==> src/rtl/multicycle_main_control.sv <==
// multicycle_main_control
// Moore-style main control FSM for the multicycle MIPS datapath.
// Steps each instruction through fetch/decode/execute/memory/writeback and
// drives every datapath enable, mux select and the 2-bit ALUOp.

module multicycle_main_control (
  input  logic       clk,
  input  logic       reset,
  input  logic [5:0] opcode,
  output logic       PCWrite,
  output logic       PCWriteCond,
  output logic       IorD,
  output logic       MemRead,
  output logic       MemWrite,
  output logic       MemtoReg,
  output logic       IRWrite,
  output logic       ALUSrcA,
  output logic       RegWrite,
  output logic       RegDst,
  output logic [1:0] PCSource,
  output logic [1:0] ALUSrcB,
  output logic [1:0] ALUOp,
  output logic [3:0] state,
  output logic       instr_done,
  output logic       illegal_op
);

  localparam logic [5:0] OP_RTYPE = 6'b000000;
  localparam logic [5:0] OP_LW    = 6'b100011;
  localparam logic [5:0] OP_SW    = 6'b101011;
  localparam logic [5:0] OP_BEQ   = 6'b000100;
  localparam logic [5:0] OP_J     = 6'b000010;

  typedef enum logic [3:0] {
    FETCH    = 4'd0,
    DECODE   = 4'd1,
    MEMADR   = 4'd2,
    MEMREAD  = 4'd3,
    MEMWB    = 4'd4,
    MEMWRITE = 4'd5,
    EXECUTE  = 4'd6,
    RTYPE_WB = 4'd7,
    BRANCH   = 4'd8,
    JUMP     = 4'd9
  } state_t;

  state_t     stateReg;
  state_t     nextState;
  logic [5:0] opReg;
  logic       opSupported;

  // True when the live opcode is one the FSM knows how to sequence
  always_comb begin
    opSupported = 1'b0;
    case (opcode)
      OP_RTYPE, OP_LW, OP_SW, OP_BEQ, OP_J: opSupported = 1'b1;
      default:                              opSupported = 1'b0;
    endcase
  end

  // State register; reset always lands in FETCH
  always_ff @(posedge clk) begin
    if (reset) begin
      stateReg <= FETCH;
    end else begin
      stateReg <= nextState;
    end
  end

  // Opcode is captured when leaving DECODE so MEMADR ignores later IR changes
  always_ff @(posedge clk) begin
    if (reset) begin
      opReg <= 6'b000000;
    end else if (stateReg == DECODE) begin
      opReg <= opcode;
    end
  end

  // Sticky flag for an unsupported opcode seen in DECODE, cleared only by reset
  always_ff @(posedge clk) begin
    if (reset) begin
      illegal_op <= 1'b0;
    end else if ((stateReg == DECODE) && !opSupported) begin
      illegal_op <= 1'b1;
    end
  end

  // Next-state logic
  always_comb begin
    nextState = FETCH;
    case (stateReg)
      FETCH: nextState = DECODE;
      DECODE: begin
        case (opcode)
          OP_LW, OP_SW: nextState = MEMADR;
          OP_RTYPE:     nextState = EXECUTE;
          OP_BEQ:       nextState = BRANCH;
          OP_J:         nextState = JUMP;
          default:      nextState = FETCH;
        endcase
      end
      MEMADR: begin
        if (opReg == OP_LW) begin
          nextState = MEMREAD;
        end else if (opReg == OP_SW) begin
          nextState = MEMWRITE;
        end else begin
          nextState = FETCH;
        end
      end
      MEMREAD:  nextState = MEMWB;
      EXECUTE:  nextState = RTYPE_WB;
      MEMWB, MEMWRITE, RTYPE_WB, BRANCH, JUMP: nextState = FETCH;
      default:  nextState = FETCH;
    endcase
  end

  // Moore outputs from the state register, all forced low while reset is held
  always_comb begin
    PCWrite     = 1'b0;
    PCWriteCond = 1'b0;
    IorD        = 1'b0;
    MemRead     = 1'b0;
    MemWrite    = 1'b0;
    MemtoReg    = 1'b0;
    IRWrite     = 1'b0;
    ALUSrcA     = 1'b0;
    RegWrite    = 1'b0;
    RegDst      = 1'b0;
    PCSource    = 2'b00;
    ALUSrcB     = 2'b00;
    ALUOp       = 2'b00;
    instr_done  = 1'b0;
    case (stateReg)
      FETCH: begin
        MemRead  = 1'b1;
        IRWrite  = 1'b1;
        ALUSrcB  = 2'b01;
        ALUOp    = 2'b00;
        PCWrite  = 1'b1;
        PCSource = 2'b00;
      end
      DECODE: begin
        ALUSrcB    = 2'b11;
        ALUOp      = 2'b00;
        instr_done = !opSupported;
      end
      MEMADR: begin
        ALUSrcA = 1'b1;
        ALUSrcB = 2'b10;
        ALUOp   = 2'b00;
      end
      MEMREAD: begin
        MemRead = 1'b1;
        IorD    = 1'b1;
      end
      MEMWB: begin
        RegWrite   = 1'b1;
        MemtoReg   = 1'b1;
        RegDst     = 1'b0;
        instr_done = 1'b1;
      end
      MEMWRITE: begin
        MemWrite   = 1'b1;
        IorD       = 1'b1;
        instr_done = 1'b1;
      end
      EXECUTE: begin
        ALUSrcA = 1'b1;
        ALUSrcB = 2'b00;
        ALUOp   = 2'b10;
      end
      RTYPE_WB: begin
        RegWrite   = 1'b1;
        RegDst     = 1'b1;
        instr_done = 1'b1;
      end
      BRANCH: begin
        ALUSrcA     = 1'b1;
        ALUSrcB     = 2'b00;
        ALUOp       = 2'b01;
        PCWriteCond = 1'b1;
        PCSource    = 2'b01;
        instr_done  = 1'b1;
      end
      JUMP: begin
        PCWrite    = 1'b1;
        PCSource   = 2'b10;
        ALUOp      = 2'b11;
        instr_done = 1'b1;
      end
      default: begin
        instr_done = 1'b0;
      end
    endcase
    if (reset) begin
      PCWrite     = 1'b0;
      PCWriteCond = 1'b0;
      IorD        = 1'b0;
      MemRead     = 1'b0;
      MemWrite    = 1'b0;
      MemtoReg    = 1'b0;
      IRWrite     = 1'b0;
      ALUSrcA     = 1'b0;
      RegWrite    = 1'b0;
      RegDst      = 1'b0;
      PCSource    = 2'b00;
      ALUSrcB     = 2'b00;
      ALUOp       = 2'b00;
      instr_done  = 1'b0;
    end
  end

  assign state = stateReg;

endmodule

==> config.mk <==
export PLATFORM = sky130hd
export DESIGN_NAME = multicycle_main_control
export DESIGN_NICKNAME = d
export VERILOG_FILES = /design/src/rtl/multicycle_main_control.sv
export SDC_FILE = /design/constraint.sdc
export NUM_CORES = 1
export LEC_CHECK = 0
export ABC_AREA = 0
export ABC_CLOCK_PERIOD_IN_PS = 2200
export CORE_AREA = 2 2 44 46
export CTS_BUF_LIST = sky130_fd_sc_hd__clkbuf_4 sky130_fd_sc_hd__clkbuf_8
export CTS_CLUSTER_DIAMETER = 50
export DETAILED_ROUTE_END_ITERATION = 7
export DIE_AREA = 0 0 46 48
export PLACE_DENSITY = 0.83
export SETUP_SLACK_MARGIN = 0.2
export SYNTH_ARGS = -nofsm -noshare
export SYNTH_HDL_FRONTEND = slang
export SYNTH_SLANG_ARGS = --single-unit
==> constraint.sdc <==
create_clock -name clk -period 2.2 [get_ports clk]
set_input_delay 0.22 -clock clk [delete_from_list [all_inputs] [get_ports clk]]
set_output_delay 0.22 -clock clk [all_outputs]
set_load 0.02 [all_outputs]
### Word level (Yosys, flattened, before mapping)

Cells that the tools add are included.

* flip-flop bits (word level): 11
* bits of input ports: 8
* output and inout port bits: 22
* logic and storage cells: 63

* equality and inequality tests: 15
* multiplexer cells: 33
* reduce and logical (&&, ||, !) cells: 12

Operator list (number)
* 6-bit equality test (second input constant): 4
* 1-bit two-way mux: 22
* 4-bit case mux with 5 select lines: 1
* 4-bit by 3-bit equality test with 1-bit output (second input constant): 4
* 4-bit case mux with 4 select lines: 1
* 2-bit case mux with 3 select lines: 2
* 2-bit OR reduction: 5
* 5-bit OR reduction: 2
* 4-bit by 2-bit equality test with 1-bit output (second input constant): 2
* 4-bit equality test (second input constant): 2
* 6-bit by 2-bit equality test with 1-bit output (second input constant): 1
* 6-bit by 3-bit equality test with 1-bit output (second input constant): 1
* 6-bit logical NOT: 1
* 2-bit two-way mux: 3
* 3-bit two-way mux: 2
* 4-bit by 1-bit equality test with 1-bit output (second input constant): 1
* 4-bit logical NOT: 1
* 2-bit case mux with 2 select lines: 1
* 3-bit OR reduction: 1
* 1-bit case mux with 2 select lines: 1
* 1-bit logical AND: 1
* 1-bit logical NOT: 1

### Logic depth before layout (Yosys ltp)

* depth in word-level cells: 6
* gate-level depth with buffers: 6
* mapped depth without buffers: 5

### Least setup slack after synthesis

No wires, ideal clock.

* path type: register to output
* from: reg stateReg[1] (netlist: state[1])
* to: out MemRead
* arrival time: 1.665 ns
* data required time: 1.980 ns
* path slack: 0.315 ns
* stages on the path, launching flop included: 5
* path buffers: 1
* cell sequence: dfxtp_1 buf_2 nor2b_1 or2_1 nor4_1

* longest elaborated chain between the ends: 4
* elaborated cells on any way between the ends: 5
* classes of those cells: eq/ne: 1; mux: 2; reduce/logical: 2

Ends and longest elaborated chain
* from (decl): line 47 `state_t stateReg;`
* from (signal assigned): line 66 `stateReg <= nextState;`
* 4-bit by 2-bit equality test with 1-bit output / 4-bit logical NOT (equally long branches): line 134 `case (stateReg)`
* 2-bit OR reduction (no source line) *
* 1-bit two-way mux *: line 134
* 1-bit two-way mux *: line 196 `if (reset) begin`
* to (decl): line 13 `output logic MemRead,`

Every way passes the cells marked *; elsewhere a longest branch is shown, timed or not.

### Worst setup path in the final report

* from: reg stateReg[1] (netlist: state[1])
* to: out PCWrite

* longest elaborated chain between the ends: 4
* elaborated cells on any way between the ends: 5
* classes of those cells: eq/ne: 1; mux: 2; reduce/logical: 2

Ends and longest elaborated chain
* 4-bit equality test / 4-bit logical NOT (equally long branches): line 134
* 2-bit OR reduction (no source line) *
* 1-bit two-way mux *: line 134
* 1-bit two-way mux *: line 196
* to (decl): line 10 `output logic PCWrite,`

Marked as above.

==> results_dict.tcl <==
set metrics [dict create \
    regArea_um2 225 \
    ctsHoldBuffers 0 \
    fmax_ghz 0.527 \
    grt_start_max_net_pins 15 \
    final_area_um2 1170 \
    syn_nets 104 \
    grt_overflow 0 \
    leakage_uw 0.000567 \
    hold_path_end "illegal_op$_SDFFE_PP0P_" \
    num_rows 15 \
    critPathLaunchType "flop" \
    status "finished, final reports clean" \
    clockBufferDepth 2 \
    tns_ns 0 \
    synth_top_area_share_pct 27.9 \
    cpMaxStageDelayCell "dfxtp_1" \
    fin_crit_sh_pct 86.2 \
    critPathKind "flop to output port" \
    ir_drop_mv 0.367 \
    rsz0062_at_grt "no" \
    ys_seq_area_share_pct 27.9 \
    synth_top_area_cell "dfxtp_1" \
    hpwl_um 1530 \
    cts_tree "yes" \
    synth_warnings 0 \
    vias 834 \
    rr_endpoint "opReg[5]$_SDFFE_PP0N_" \
    worstPathMaxFanout 10 \
    die_y_um 48 \
    max-cap-violations 0 \
    cts.sinks 11 \
    finalCriticalPeriod_ns 1.90 \
    min-delay-start "illegal_op$_SDFFE_PP0P_" \
    clock_skew_ns 0.00327 \
    syn_inst 96 \
    antenna_found_initial 0 \
    post_cts_buffers 0 \
    routed_via_density 5.64 \
    die_w_um 46 \
    synth_cell_types 41 \
    routed_wl_um 1920 \
    post_dp_cell_area_um2 1130 \
    arrival_ns 1.68 \
    instances_no_fill 148 \
    dp.cells 144 \
    relSlewSlack_pct 74.0 \
    final_util_pct 69.1 \
    avgRoutedWirePerCell_um 13.0 \
    grt_pass1_vias 727 \
    worstSkewPairLatency_ns 0.27 \
    ys_ff_latch 11 \
    track_usage_pct 18.8 \
    io_pins 30 \
    worstHoldPathCells 2 \
    drive_above_1_share_pct 19.1 \
    synthesis.area_um2 788 \
    fillers 152 \
    cp_cell_sequence "buf_4 -> nor4b_4 -> and2_1 -> o21bai_1 -> clkdlybuf4s15_1" \
    die_area_um2 2210 \
    pwr_density_cell_nw_per_um2 417 \
    worstMarginPinSlew_ns 0.389 \
    synth_edf_count 0 \
    initialDrtViolationCount 9 \
    place.gp.congestion 0.824 \
    synth.top_cells.by_area "dfxtp_1 28%, mux2i_1 7.6%, nor2_1 5.7%" \
    drtAntennaViolNets 0 \
    hold_violations 0 \
    ctsResizeCount 14 \
    start_util_pct 46.7 \
    maxSlewViolCount 0 \
    area_growth_pct 48.1 \
    avgSynthCellArea_um2 8.21 \
    hold_path_class "flop to flop" \
    crit_path_end_kind "output port" \
    r2r_slack_ns 0.77 \
    critical-path-max-stage-delay_ns 0.33 \
    core_area_um2 1690 \
    r2r-start "state[0]$_SDFF_PP0_" \
    hold_ws_ns 0.476 \
    layout_common_cells "12 x nor2_1, 12 x clkdlybuf4s50_1, 11 x buf_4, 9 x dfxtp_1, 8 x dlygate4sd2_1" \
    cts_max_level 1 \
    cts_root_buf "clkbuf_4" \
    r2r_cells 5 \
    synth-async-reset-ratio_pct 0 \
    multiInputGateArea_um2 509 \
    ys.flop_type "dfxtp_1" \
    layout.nets 140 \
    grt_first_pass_wirelength_um 2970 \
    antenna_cells 0 \
    dr.pass1.iters 4 \
    finalSetupViolations 0 \
    cts_buffers 3 \
    required_ns 1.98 \
    drc_errors 0 \
    io_buffers 29 \
    clk_pin_slew_ns 0.07 \
]
==> layer usage <==
metal	up-vias	share of wire [%]	GRT usage, %
met5	-	0	0
li1	423	-	-
met2	26	52	35.6
met3	2	5.4	2.26
met4	0	0.52	8.57
met1	383	42	20.7
==> critical path: cells and delay by family, from the launching register on <==
family | cells | cell delay (ns)
AOI/OAI and AO/OA | 1 | 0.11
buffers and inverters | 2 | 0.49
DFF | 1 | 0.33
and+or+nand+nor | 2 | 0.48
==> where the power goes <==
part / internal [µW] / switching, µW
clock network: 67.2 / 70.6
logic: 65.2 / 66.5
registers: 209 / 8.17
total: 342 / 145
==> synthesized netlist by cell type, types with 3 or more instances <==
cell type   n
nand2_1     6
clkbuf_1    3
nand3_1     3
nor4b_2     3
nor2_1     12
mux2i_1     6
dfxtp_1    11
a31oi_1     3
nor3_1      4
buf_2       3
nand2b_1    4
==> how the worst max path moves through the flow <==
stage / start / endpoint / slack [ns] / cells past startpoint
2_1_floorplan: state[1]$_SDFF_PP0_ / MemRead / 0.32 / 4
3_3_place_gp: reset / PCWrite / 0.04 / 5
3_5_place_dp: reset / PCWrite / 0.02 / 5
4_1_cts: state[0]$_SDFF_PP0_ / instr_done / 0.05 / 5
5_1_grt: state[0]$_SDFF_PP0_ / ALUSrcB[1] / 0.19 / 4
6_report: state[1]$_SDFF_PP0_ / PCWrite / 0.30 / 5
==> per-stage QoR <==
step,setup WS (ns),total power (µW)
floorplan,0.315,296
global placement,0.0365,356
detailed placement,0.0171,358
CTS,0.0479,494
global route,0.187,516
finish,0.303,487
==> state kept, by name, summed over array words and instances, names as in the netlist <==
register / cells
opReg: 6
illegal_op: 1
state: 4
==> cell families after synthesis <==
group / synth area share, %
and+or+nand+nor: 43.0
AOI/OAI and AO/OA: 10.0
buffers and inverters: 8.09
DFF: 27.9
muxes: 7.62
xor gates and xnor gates: 3.33
==> area by class of cell <==
| type | count | share of cell area (%) |
|---|---|---|
| flip-flops and latches | 11 | 19.3 |
| multi-input cells | 73 | 43.6 |
| well taps | 17 | 1.82 |
| inverters | 3 | 0.965 |
| repair buffers | 40 | 31.9 |
| clock buffers | 3 | 1.93 |
| clock inverters | 1 | 0.429 |
Power figures use the tool's default switching activity.
